$ cat src/rtl/wb_pkg.sv
// ============================================================================
//  Module   : wb_pkg
//  Purpose  : Shared types and default sizes for the register-file write-back.
//  Revision : 1.0  initial release
// ============================================================================
`default_nettype none

package wb_pkg;

   localparam int W_DEF          = 64;
   localparam int R_DEF          = 32;
   localparam int AW_DEF         = $clog2(R_DEF);
   localparam int DEPTH_DEF      = 2;
   localparam int STARVE_MAX_DEF = 4;

   typedef struct packed {
      logic [AW_DEF-1:0] wa;
      logic [W_DEF-1:0]  wd;
   } wb_req_t;

   typedef enum logic {
      WB_SRC_ALU = 1'b0,
      WB_SRC_MEM = 1'b1
   } wb_src_e;

endpackage : wb_pkg

`default_nettype wire

$ cat src/rtl/wb_fifo.sv
// ============================================================================
//  Module   : wb_fifo
//  Purpose  : Small write-request FIFO exposing per-entry valid/address taps.
//  Revision : 1.0  initial release
// ============================================================================
`default_nettype none

module wb_fifo
   import wb_pkg::*;
#(
   parameter int DEPTH = DEPTH_DEF
) (
   input  logic                               clk,
   input  logic                               rst_n_i,
   input  logic                               push_i,
   input  wb_req_t                            data_i,
   input  logic                               pop_i,
   output logic                               full_o,
   output logic                               empty_o,
   output wb_req_t                            head_o,
   output logic [DEPTH-1:0]                   ent_valid_o,
   output logic [DEPTH-1:0][AW_DEF-1:0]       ent_wa_o
);

   localparam int PW = $clog2(DEPTH);

   logic [PW:0] wr_q;
   logic [PW:0] rd_q;
   logic [PW:0] cnt;
   wb_req_t     mem_q [DEPTH];

   // Pointers carry an extra wrap bit so full and empty are distinguishable.
   assign cnt     = wr_q - rd_q;
   assign empty_o = (wr_q == rd_q);
   assign full_o  = (cnt == (PW+1)'(DEPTH));
   assign head_o  = mem_q[rd_q[PW-1:0]];

   always_ff @(posedge clk or negedge rst_n_i) begin
      if (!rst_n_i) begin
         wr_q <= '0;
         rd_q <= '0;
      end else begin
         if (push_i && !full_o) wr_q <= wr_q + 1'b1;
         if (pop_i && !empty_o) rd_q <= rd_q + 1'b1;
      end
   end

   always_ff @(posedge clk) begin
      if (push_i && !full_o) mem_q[wr_q[PW-1:0]] <= data_i;
   end

   generate
      for (genvar i = 0; i < DEPTH; i++) begin : g_ent
         logic [PW-1:0] off;
         assign off            = PW'(i) - rd_q[PW-1:0];
         assign ent_valid_o[i] = ({1'b0, off} < cnt);
         assign ent_wa_o[i]    = mem_q[i].wa;
      end
   endgenerate

endmodule : wb_fifo

`default_nettype wire

$ cat src/rtl/regfile_writeback.sv
// ============================================================================
//  Module   : regfile_writeback
//  Purpose  : Arbitrates ALU and memory write-backs onto the register-file port.
//  Revision : 1.0  initial release
// ============================================================================
`default_nettype none

module regfile_writeback
   import wb_pkg::*;
#(
   parameter int W          = W_DEF,
   parameter int R          = R_DEF,
   parameter int AW         = $clog2(R),
   parameter int DEPTH      = DEPTH_DEF,
   parameter int STARVE_MAX = STARVE_MAX_DEF
) (
   input  logic          clk,
   input  logic          rst_n_i,
   input  logic          alu_valid_i,
   output logic          alu_ready_o,
   input  logic [AW-1:0] alu_wa_i,
   input  logic [W-1:0]  alu_wd_i,
   input  logic          mem_valid_i,
   output logic          mem_ready_o,
   input  logic [AW-1:0] mem_wa_i,
   input  logic [W-1:0]  mem_wd_i,
   output logic          wen_o,
   output logic [W-1:0]  wa_o,
   output logic [W-1:0]  wd_o,
   output logic [R-1:0]  pend_mask_o
);

   localparam int SW = $clog2(STARVE_MAX + 1);

   wb_req_t                    alu_req, mem_req, alu_head, mem_head, win_req;
   logic                       alu_full, alu_empty, mem_full, mem_empty;
   logic                       alu_push, mem_push, grant_alu, grant_mem, grant_any;
   logic [DEPTH-1:0]           alu_ent_valid, mem_ent_valid;
   logic [DEPTH-1:0][AW-1:0]   alu_ent_wa, mem_ent_wa;
   wb_src_e                    win_src;

   logic          wen_q;
   logic [AW-1:0] wa_q;
   logic [W-1:0]  wd_q;
   logic [SW-1:0] starve_q, starve_d;
   logic [R-1:0]  mask_d;

   assign alu_req = '{wa: alu_wa_i, wd: alu_wd_i};
   assign mem_req = '{wa: mem_wa_i, wd: mem_wd_i};

   // Ready is gated by reset because the FIFO count is already zero while held.
   assign alu_ready_o = rst_n_i && !alu_full;
   assign mem_ready_o = rst_n_i && !mem_full;

   // Writes to r0 finish the handshake but are dropped here.
   assign alu_push = alu_valid_i && alu_ready_o && (alu_wa_i != '0);
   assign mem_push = mem_valid_i && mem_ready_o && (mem_wa_i != '0);

   wb_fifo #(.DEPTH(DEPTH)) u_alu_fifo (
      .clk        (clk),
      .rst_n_i    (rst_n_i),
      .push_i     (alu_push),
      .data_i     (alu_req),
      .pop_i      (grant_alu),
      .full_o     (alu_full),
      .empty_o    (alu_empty),
      .head_o     (alu_head),
      .ent_valid_o(alu_ent_valid),
      .ent_wa_o   (alu_ent_wa)
   );

   wb_fifo #(.DEPTH(DEPTH)) u_mem_fifo (
      .clk        (clk),
      .rst_n_i    (rst_n_i),
      .push_i     (mem_push),
      .data_i     (mem_req),
      .pop_i      (grant_mem),
      .full_o     (mem_full),
      .empty_o    (mem_empty),
      .head_o     (mem_head),
      .ent_valid_o(mem_ent_valid),
      .ent_wa_o   (mem_ent_wa)
   );

   assign grant_alu = !alu_empty && (mem_empty || (starve_q == SW'(STARVE_MAX)));
   assign grant_mem = !mem_empty && !grant_alu;
   assign grant_any = grant_alu || grant_mem;
   assign win_src   = grant_alu ? WB_SRC_ALU : WB_SRC_MEM;
   assign win_req   = (win_src == WB_SRC_ALU) ? alu_head : mem_head;

   always_comb begin
      starve_d = starve_q;
      if (alu_empty || grant_alu) begin
         starve_d = '0;
      end else if (grant_mem && (starve_q != SW'(STARVE_MAX))) begin
         starve_d = starve_q + SW'(1);
      end
   end

   always_ff @(posedge clk or negedge rst_n_i) begin
      if (!rst_n_i) begin
         wen_q    <= 1'b0;
         wa_q     <= '0;
         wd_q     <= '0;
         starve_q <= '0;
      end else begin
         wen_q    <= grant_any;
         starve_q <= starve_d;
         if (grant_any) begin
            wa_q <= win_req.wa;
            wd_q <= win_req.wd;
         end
      end
   end

   assign wen_o = wen_q;
   assign wa_o  = W'(wa_q);
   assign wd_o  = wd_q;

   always_comb begin
      mask_d = '0;
      for (int i = 0; i < DEPTH; i++) begin
         if (alu_ent_valid[i]) mask_d[alu_ent_wa[i]] = 1'b1;
         if (mem_ent_valid[i]) mask_d[mem_ent_wa[i]] = 1'b1;
      end
      if (wen_q) mask_d[wa_q] = 1'b1;
      mask_d[0] = 1'b0;
   end

   assign pend_mask_o = mask_d;

endmodule : regfile_writeback

`default_nettype wire

$ cat config.mk
export PLATFORM = sky130hd
export DESIGN_NAME = regfile_writeback
export DESIGN_NICKNAME = d
export VERILOG_FILES = /design/src/rtl/wb_pkg.sv /design/src/rtl/wb_fifo.sv /design/src/rtl/regfile_writeback.sv
export SDC_FILE = /design/constraint.sdc
export NUM_CORES = 1
export LEC_CHECK = 0
export CAP_MARGIN = 25
export CORE_MARGIN = 5
export CORE_UTILIZATION = 52
export DETAILED_ROUTE_END_ITERATION = 10
export HOLD_SLACK_MARGIN = 0.08
export PLACE_DENSITY = 0.8
export SETUP_SLACK_MARGIN = 0.2
export SLEW_MARGIN = 5
export SYNTH_ARGS = -nofsm -noshare
export SYNTH_HDL_FRONTEND = slang
export SYNTH_SLANG_ARGS = --single-unit
export TNS_END_PERCENT = 5
$ cat constraint.sdc
create_clock -name clk -period 6.6 [get_ports clk]
set_input_delay 1.98 -clock clk [delete_from_list [all_inputs] [get_ports clk]]
set_output_delay 1.98 -clock clk [all_outputs]
set_load 0.03 [all_outputs]
==> reports/results.ini, run 1 <==
[floorplanning]
die_w_um = 182
start_util_pct = 52.5
dieArea_sq_um = 33300
rows = 63
core_area_sq_um = 29500
die_h_um = 182
ioPinCount = 305

[synth]
ys_warn_count = 0
synth_xor_area_share_pct = 0.720
synth-simple-area-share_pct = 4.90
avgSynthCellArea_sq_um = 14.3
netlist_instances = 1084
synth-compound-area-share_pct = 12.4
synthFlopType = edfxtp_1
synth_edf_count = 276
seq_area_frac_synth_pct = 66.7
synth_fa_ha_area_share_pct = 0.647
synth_area_sq_um = 15500
synthMuxAreaShare_pct = 8.93
synth_cell_types = 37
synth_top_family_by_area = compound AO/OA/AOI/OAI gates
async_flop_share_pct = 22.7
synth-seq-cells = 357

[setup_path]
worst_ep_arrival_time_ps = 3570
crit_type = register to output pin
startpoint_type = register
worstPathRequired_ps = 4620
critPathMaxFanout = 29
crit_path_end_kind = output pin

[timing]
slew_viol_final = 0
worst_slew_pin_slew_ps = 1060
rsz0062_at_grt = no
fin_crit_sh_pct = 84.0
final-setup-viol-count = 0
tns_ps = 0
relSlewSlack_pct = 29.6
max_freq_ghz = 0.180
final.setup.worst_slack_ps = 1050
final.setup_skew_ps = 14.9
fin_crit_ps = 5550
hold_viol = 0

[final_layout]
final_cell_count_no_fill = 1718
fin_util_pct = 64.7
final_nets = 1449
nFillCells = 2164
area_growth_pct = 23.3
antennaDiodeCount = 0
drive_above_1_share_pct = 7.45

[flow_run]
maxCapViolations = 0

[clocking]
worstSkewPairLatency_ps = 520
htreeDepth = 2
cts-resized-gates = 0
cts_root_buffer = clkbuf_16
postCtsSetupRepairBufs = 0
cts_made_buffers = 37
cts_hold_buf = 0
cts_tree = built
path_clk_slew_ps = 60
cts_sinks = 357
clockBufferDepth = 3

[grt]
grt_max_degree = 89
antenna_found_initial = 6
grt_pass1_wl_um = 60300
first_global_vias = 10264
grt_usage_pct = 23.2
grt_overflow = 0

[pwr]
p_leak_nw = 7.03
powerDensity_nw_per_um2 = 532
p_int_mw = 5.98
combPwrFrac_pct = 46.4
power.switching_mw = 4.17
p_clk_share_pct = 19.1
power_frac_seq_pct = 34.6
ir_worst_vdd_v = 0.000443
switching_share_pct = 41.1

[route]
dr_total_vias = 10278
drt_pass1_iterations = 5
route.detailed.drc = 0
wl_per_cell_um = 23.4
wirelength_um = 40100
ant_nets = 0
via_per_inst = 5.98
dr.first_iter.drc_count = 870

[status]
status = finished clean

[min_path]
min_path_type = register to register

[place]
pre_cts_ws_ps = 1280
gp_congestion = 0.888
numPortBuffers = 244
hpwlAfterDp_um = 24600
dpl.cell_count = 1650

## kinds of logic (layout without fill, tap and decap cells)
logic type                 count (synthesis)  in the layout
AOI/OAI and AO/OA                        279            279
xor gates and xnor gates                  11             11
adders and majority gates                  8              8
buffers and inverters                    148            333
DFF                                      357            357
muxes                                    138            138
other                                      1             60
and+or+nand+nor                          142            142
## worst paths after layout
kind                                                 to  slack [ps]                from  depth (start not counted)
max in group asynchronous            u_alu_fifo.rd_q[0]        4400             rst_n_i                          2
worst min-delay path                        starve_q[0]         470         starve_q[0]                          1
min in group asynchronous                      wd_o[59]        1560             rst_n_i                          2
worst min register to register              starve_q[0]         470         starve_q[0]                          1
worst max register to register  u_mem_fifo.mem_q[0][51]        2670  u_mem_fifo.rd_q[0]                          7
worst max-delay path                    pend_mask_o[19]        1050  u_alu_fifo.rd_q[0]                          6
## Yosys cell counts, drive strengths merged, types with 2 or more instances
library cell | n | share of area [%]
o22ai | 31 | 1.3
or3b | 20 | 1.1
edfxtp | 276 | 54
a22o | 70 | 4.0
mux2i | 138 | 8.9
o21ai | 70 | 2.3
nand2 | 7 | 0.17
xor2 | 2 | 0.11
o221ai | 31 | 1.8
or3 | 9 | 0.36
clkbuf | 33 | 0.80
nor3 | 2 | 0.065
xnor2 | 9 | 0.61
a21boi | 3 | 0.17
buf | 106 | 4.6
a31oi | 69 | 2.8
inv | 9 | 0.22
o211ai | 5 | 0.24
ha | 8 | 0.65
dfrtp | 81 | 13
nand3 | 7 | 0.23
or4 | 2 | 0.097
nand3b | 19 | 0.92
nor2 | 73 | 1.8
## registers in the layout, summed over array words and instances (netlist names), 3 cells and up
name,flops
u_alu_fifo.mem_q,138
wa_q,5
starve_q,3
u_mem_fifo.mem_q,138
wd_o,64
## cells in the final DEF (no fill, tap or decap), drive strengths merged
master	count
edfxtp	276
o221ai	31
buf	13
conb	60
nor2	73
and3	1
clkinvlp	2
nand2	7
a22o	70
or4	2
nand3	7
clkdlybuf4s50	243
nor3	2
and2	1
nand3b	19
or3	9
dfrtp	81
o211ai	5
xor2	2
mux2i	138
clkbuf	55
inv	12
o22ai	31
clkinv	8
o21ai	70
or3b	20
xnor2	9
a31oi	69
a21boi	3
and4	1
ha	8
## power groups by stage
stage	Clock (mW)	Combinational, mW	Sequential (mW)
finish	1.94	4.70	3.51
global route	2.08	5.04	3.56
CTS	1.98	4.73	3.50
detailed placement	0	4.72	3.54
global placement	0	4.60	3.52
floorplan	0	2.87	3.80
## final cells by class
class                      instances  area, sq um  share of cell area, %
clock buffer                      55         1040                   5.47
clock inverter                    13         90.1                  0.472
inverter                           9         33.8                  0.177
multi-input combinational        638         4560                   23.9
sequential                       357        10300                   54.1
tap                              390          488                   2.56
timing repair buffer             256         2540                   13.3
## metrics by stage
stage | instance area, sq um | hold WS [ps] | total power [mW]
after CTS | 19100 | 474 | 10.2
after global placement | 17900 | 455 | 8.12
after floorplan | 15700 | 443 | 6.67
after detailed placement | 17900 | 463 | 8.25
final | 19100 | 470 | 10.1
after global routing | 19100 | 488 | 10.7
## critical path: stages, from the launching register on
cell and delay, ps:
dfrtp_4 760, ha_1 230, inv_1 50, ha_1 310
o211ai_1 770, o221ai_1 280, clkdlybuf4s50_1 660
## metal layers
layer	share of wire [%]	global-route usage, %
met4	1.9	6.21
met5	0.21	0
met3	9.6	6.04
met1	39	30.6
met2	49	38.5
Power figures use the tool's default switching activity.
==> run 2, diff against run 1 <==
==> constraint.sdc (replaced) <==
create_clock -name clk -period 5.6 [get_ports clk]
set_input_delay 1.68 -clock clk [delete_from_list [all_inputs] [get_ports clk]]
set_output_delay 1.68 -clock clk [all_outputs]
set_load 0.03 [all_outputs]
==> reports/results.ini, run 2 (synthesis results as in run 1) <==
[grt]
grt_usage_pct = 23.9  ; was 23.2%
grt_overflow = 0  ; unchanged
grt_pass1_wl_um = 62400  ; was 60,300 um
grt_max_degree = 88  ; was 89
first_global_vias = 10673  ; was 10,264
antenna_found_initial = 2  ; was 6

[place]
gp_congestion = 0.913  ; was 0.888
numPortBuffers = 244  ; unchanged
pre_cts_ws_ps = 817  ; was 1280 ps
dpl.cell_count = 1653  ; was 1,650
hpwlAfterDp_um = 25800  ; was 24,600 um

[route]
drt_pass1_iterations = 5  ; unchanged
dr.first_iter.drc_count = 758  ; was 870
dr_total_vias = 10310  ; was 10,278
route.detailed.drc = 0  ; unchanged
via_per_inst = 5.98  ; about the same
wl_per_cell_um = 24.0  ; was 23.4 um
ant_nets = 0  ; unchanged
wirelength_um = 41300  ; was 40,100 um

[clocking]
path_clk_slew_ps = 60  ; about the same
cts_sinks = 357  ; unchanged
cts_root_buffer = clkbuf_16  ; unchanged
cts_made_buffers = 38  ; was 37
cts_tree = built  ; unchanged
cts_hold_buf = 0  ; unchanged
htreeDepth = 2  ; unchanged
clockBufferDepth = 3  ; unchanged
postCtsSetupRepairBufs = 0  ; unchanged
worstSkewPairLatency_ps = 530  ; was 520 ps
cts-resized-gates = 0  ; unchanged

[setup_path]
crit_path_end_kind = output pin  ; unchanged
slowest_delay_ps = 790  ; was 770 ps
worst_ep_arrival_time_ps = 3510  ; was 3570 ps
worstPathRequired_ps = 3920  ; was 4620 ps
crit_path_frequent_cell = ha_1  ; unchanged
cp_cell_sequence = ha_1 -> inv_1 -> ha_1 -> o211ai_1 -> o221ai_1 -> clkdlybuf4s50_1  ; unchanged
slowest_stage = o211ai_1  ; unchanged
crit_type = register to output pin  ; unchanged
startpoint_type = register  ; unchanged
cp_top_family = compound AO/OA/AOI/OAI gates  ; unchanged
critPathMaxFanout = 22  ; was 29
path_buf_inv = 2  ; unchanged

[floorplanning]
start_util_pct = 52.5  ; unchanged
ioPinCount = 305  ; unchanged
die_h_um = 182  ; unchanged
core_area_sq_um = 29500  ; unchanged
die_w_um = 182  ; unchanged
dieArea_sq_um = 33300  ; unchanged
rows = 63  ; unchanged

[final_layout]
area_growth_pct = 23.7  ; was 23.3%
final_common_cell = edfxtp_1  ; unchanged
seqCellArea_sq_um = 10300  ; unchanged
nFillCells = 2123  ; was 2,164
final_cell_mix = edfxtp_1, clkdlybuf4s50_1, mux2i_1  ; unchanged
final_nets = 1453  ; was 1,449
multi_input_comb_area_sq_um = 4560  ; unchanged
final_cell_count_no_fill = 1724  ; was 1,718
fin_util_pct = 64.9  ; was 64.7%
drive_above_1_share_pct = 7.65  ; was 7.45%

[min_path]
min_path_type = register to register  ; unchanged

[timing]
worst_slew_pin_slew_ps = 1060  ; about the same
max_freq_ghz = 0.193
fin_crit_ps = 5190
hold_viol = 0  ; unchanged
final-setup-viol-count = 0  ; unchanged
relSlewSlack_pct = 29.3  ; was 29.6%
final.setup_skew_ps = 23.3  ; was 14.9 ps
final.setup.worst_slack_ps = 408  ; was 1050 ps
rsz0062_at_grt = no  ; unchanged
slew_viol_final = 0  ; unchanged
tns_ps = 0  ; unchanged
fin_crit_sh_pct = 92.7

[pwr]
p_leak_nw = 7.07  ; was 7.03 nW
powerDensity_nw_per_um2 = 633  ; was 532 nW/um^2
finalPower_mw = 12.1  ; was 10.1 mW
ir_worst_vdd_v = 0.000490  ; was 0.000443 V

[status]
status = finished clean  ; unchanged

[flow_run]
maxCapViolations = 0  ; unchanged

run 2: changes by cell type in the layout (fill, tap and decap cells not counted):
cell | previous run | this run
buf_12 | 1 | 0
clkbuf_1 | 13 | 17
clkbuf_8 | 5 | 6
clkinv_2 | 6 | 4
clkbuf_16 | 37 | 39
clkinvlp_4 | 2 | 1
buf_4 | 12 | 16
diode_2 | 0 | 1
clkinv_1 | 2 | 0
run 2: layout make-up:
class	count	area share, %
Antenna cell	1	0.0131
Clock buffer	62	5.86
Clock inverter	8	0.340
Inverter	9	0.176
Multi-Input combinational cell	638	23.8
Sequential cell	357	53.9
Tap cell	390	2.55
Timing Repair Buffer	259	13.3
run 2: where the power goes:
group | total, mW | switching [mW] | internal [mW]
clock | 2.39 | 1.01 | 1.38
combinational | 5.60 | 3.48 | 2.12
sequential | 4.12 | 0.481 | 3.64
total | 12.1 | 4.97 | 7.14
run 2: path summary, 6_finish.rpt:
| check | depth (start not counted) | slack [ps] | startpoint | end |
|---|---|---|---|---|
| worst min-delay path | 1 | 470 | starve_q[0] | starve_q[0] |
| min in group asynchronous | 1 | 980 | rst_n_i | u_mem_fifo.wr_q[0] |
| worst max-delay path | 6 | 410 | u_mem_fifo.rd_q[0] | pend_mask_o[11] |
| max in group asynchronous | 2 | 3670 | rst_n_i | u_alu_fifo.rd_q[0] |
| worst min register to register | 1 | 470 | starve_q[0] | starve_q[0] |
| worst max register to register | 7 | 1780 | u_mem_fifo.rd_q[0] | u_mem_fifo.mem_q[0][54] |
run 2: layer usage:
metal	vias to the layer above	GRT usage (%)	routed length (um)
li1	4552	-	-
met1	5103	31.5	16600
met2	566	39.6	19900
met3	85	5.68	3690
met4	4	7.60	1090
met5	-	0	27
run 2: metrics by stage:
step / area, sq um / hold WS, ps
floorplan: 15700 / 443
global route: 19100 / 491
global placement: 18000 / 454
finish: 19100 / 468
detailed placement: 18000 / 467
CTS: 19100 / 475
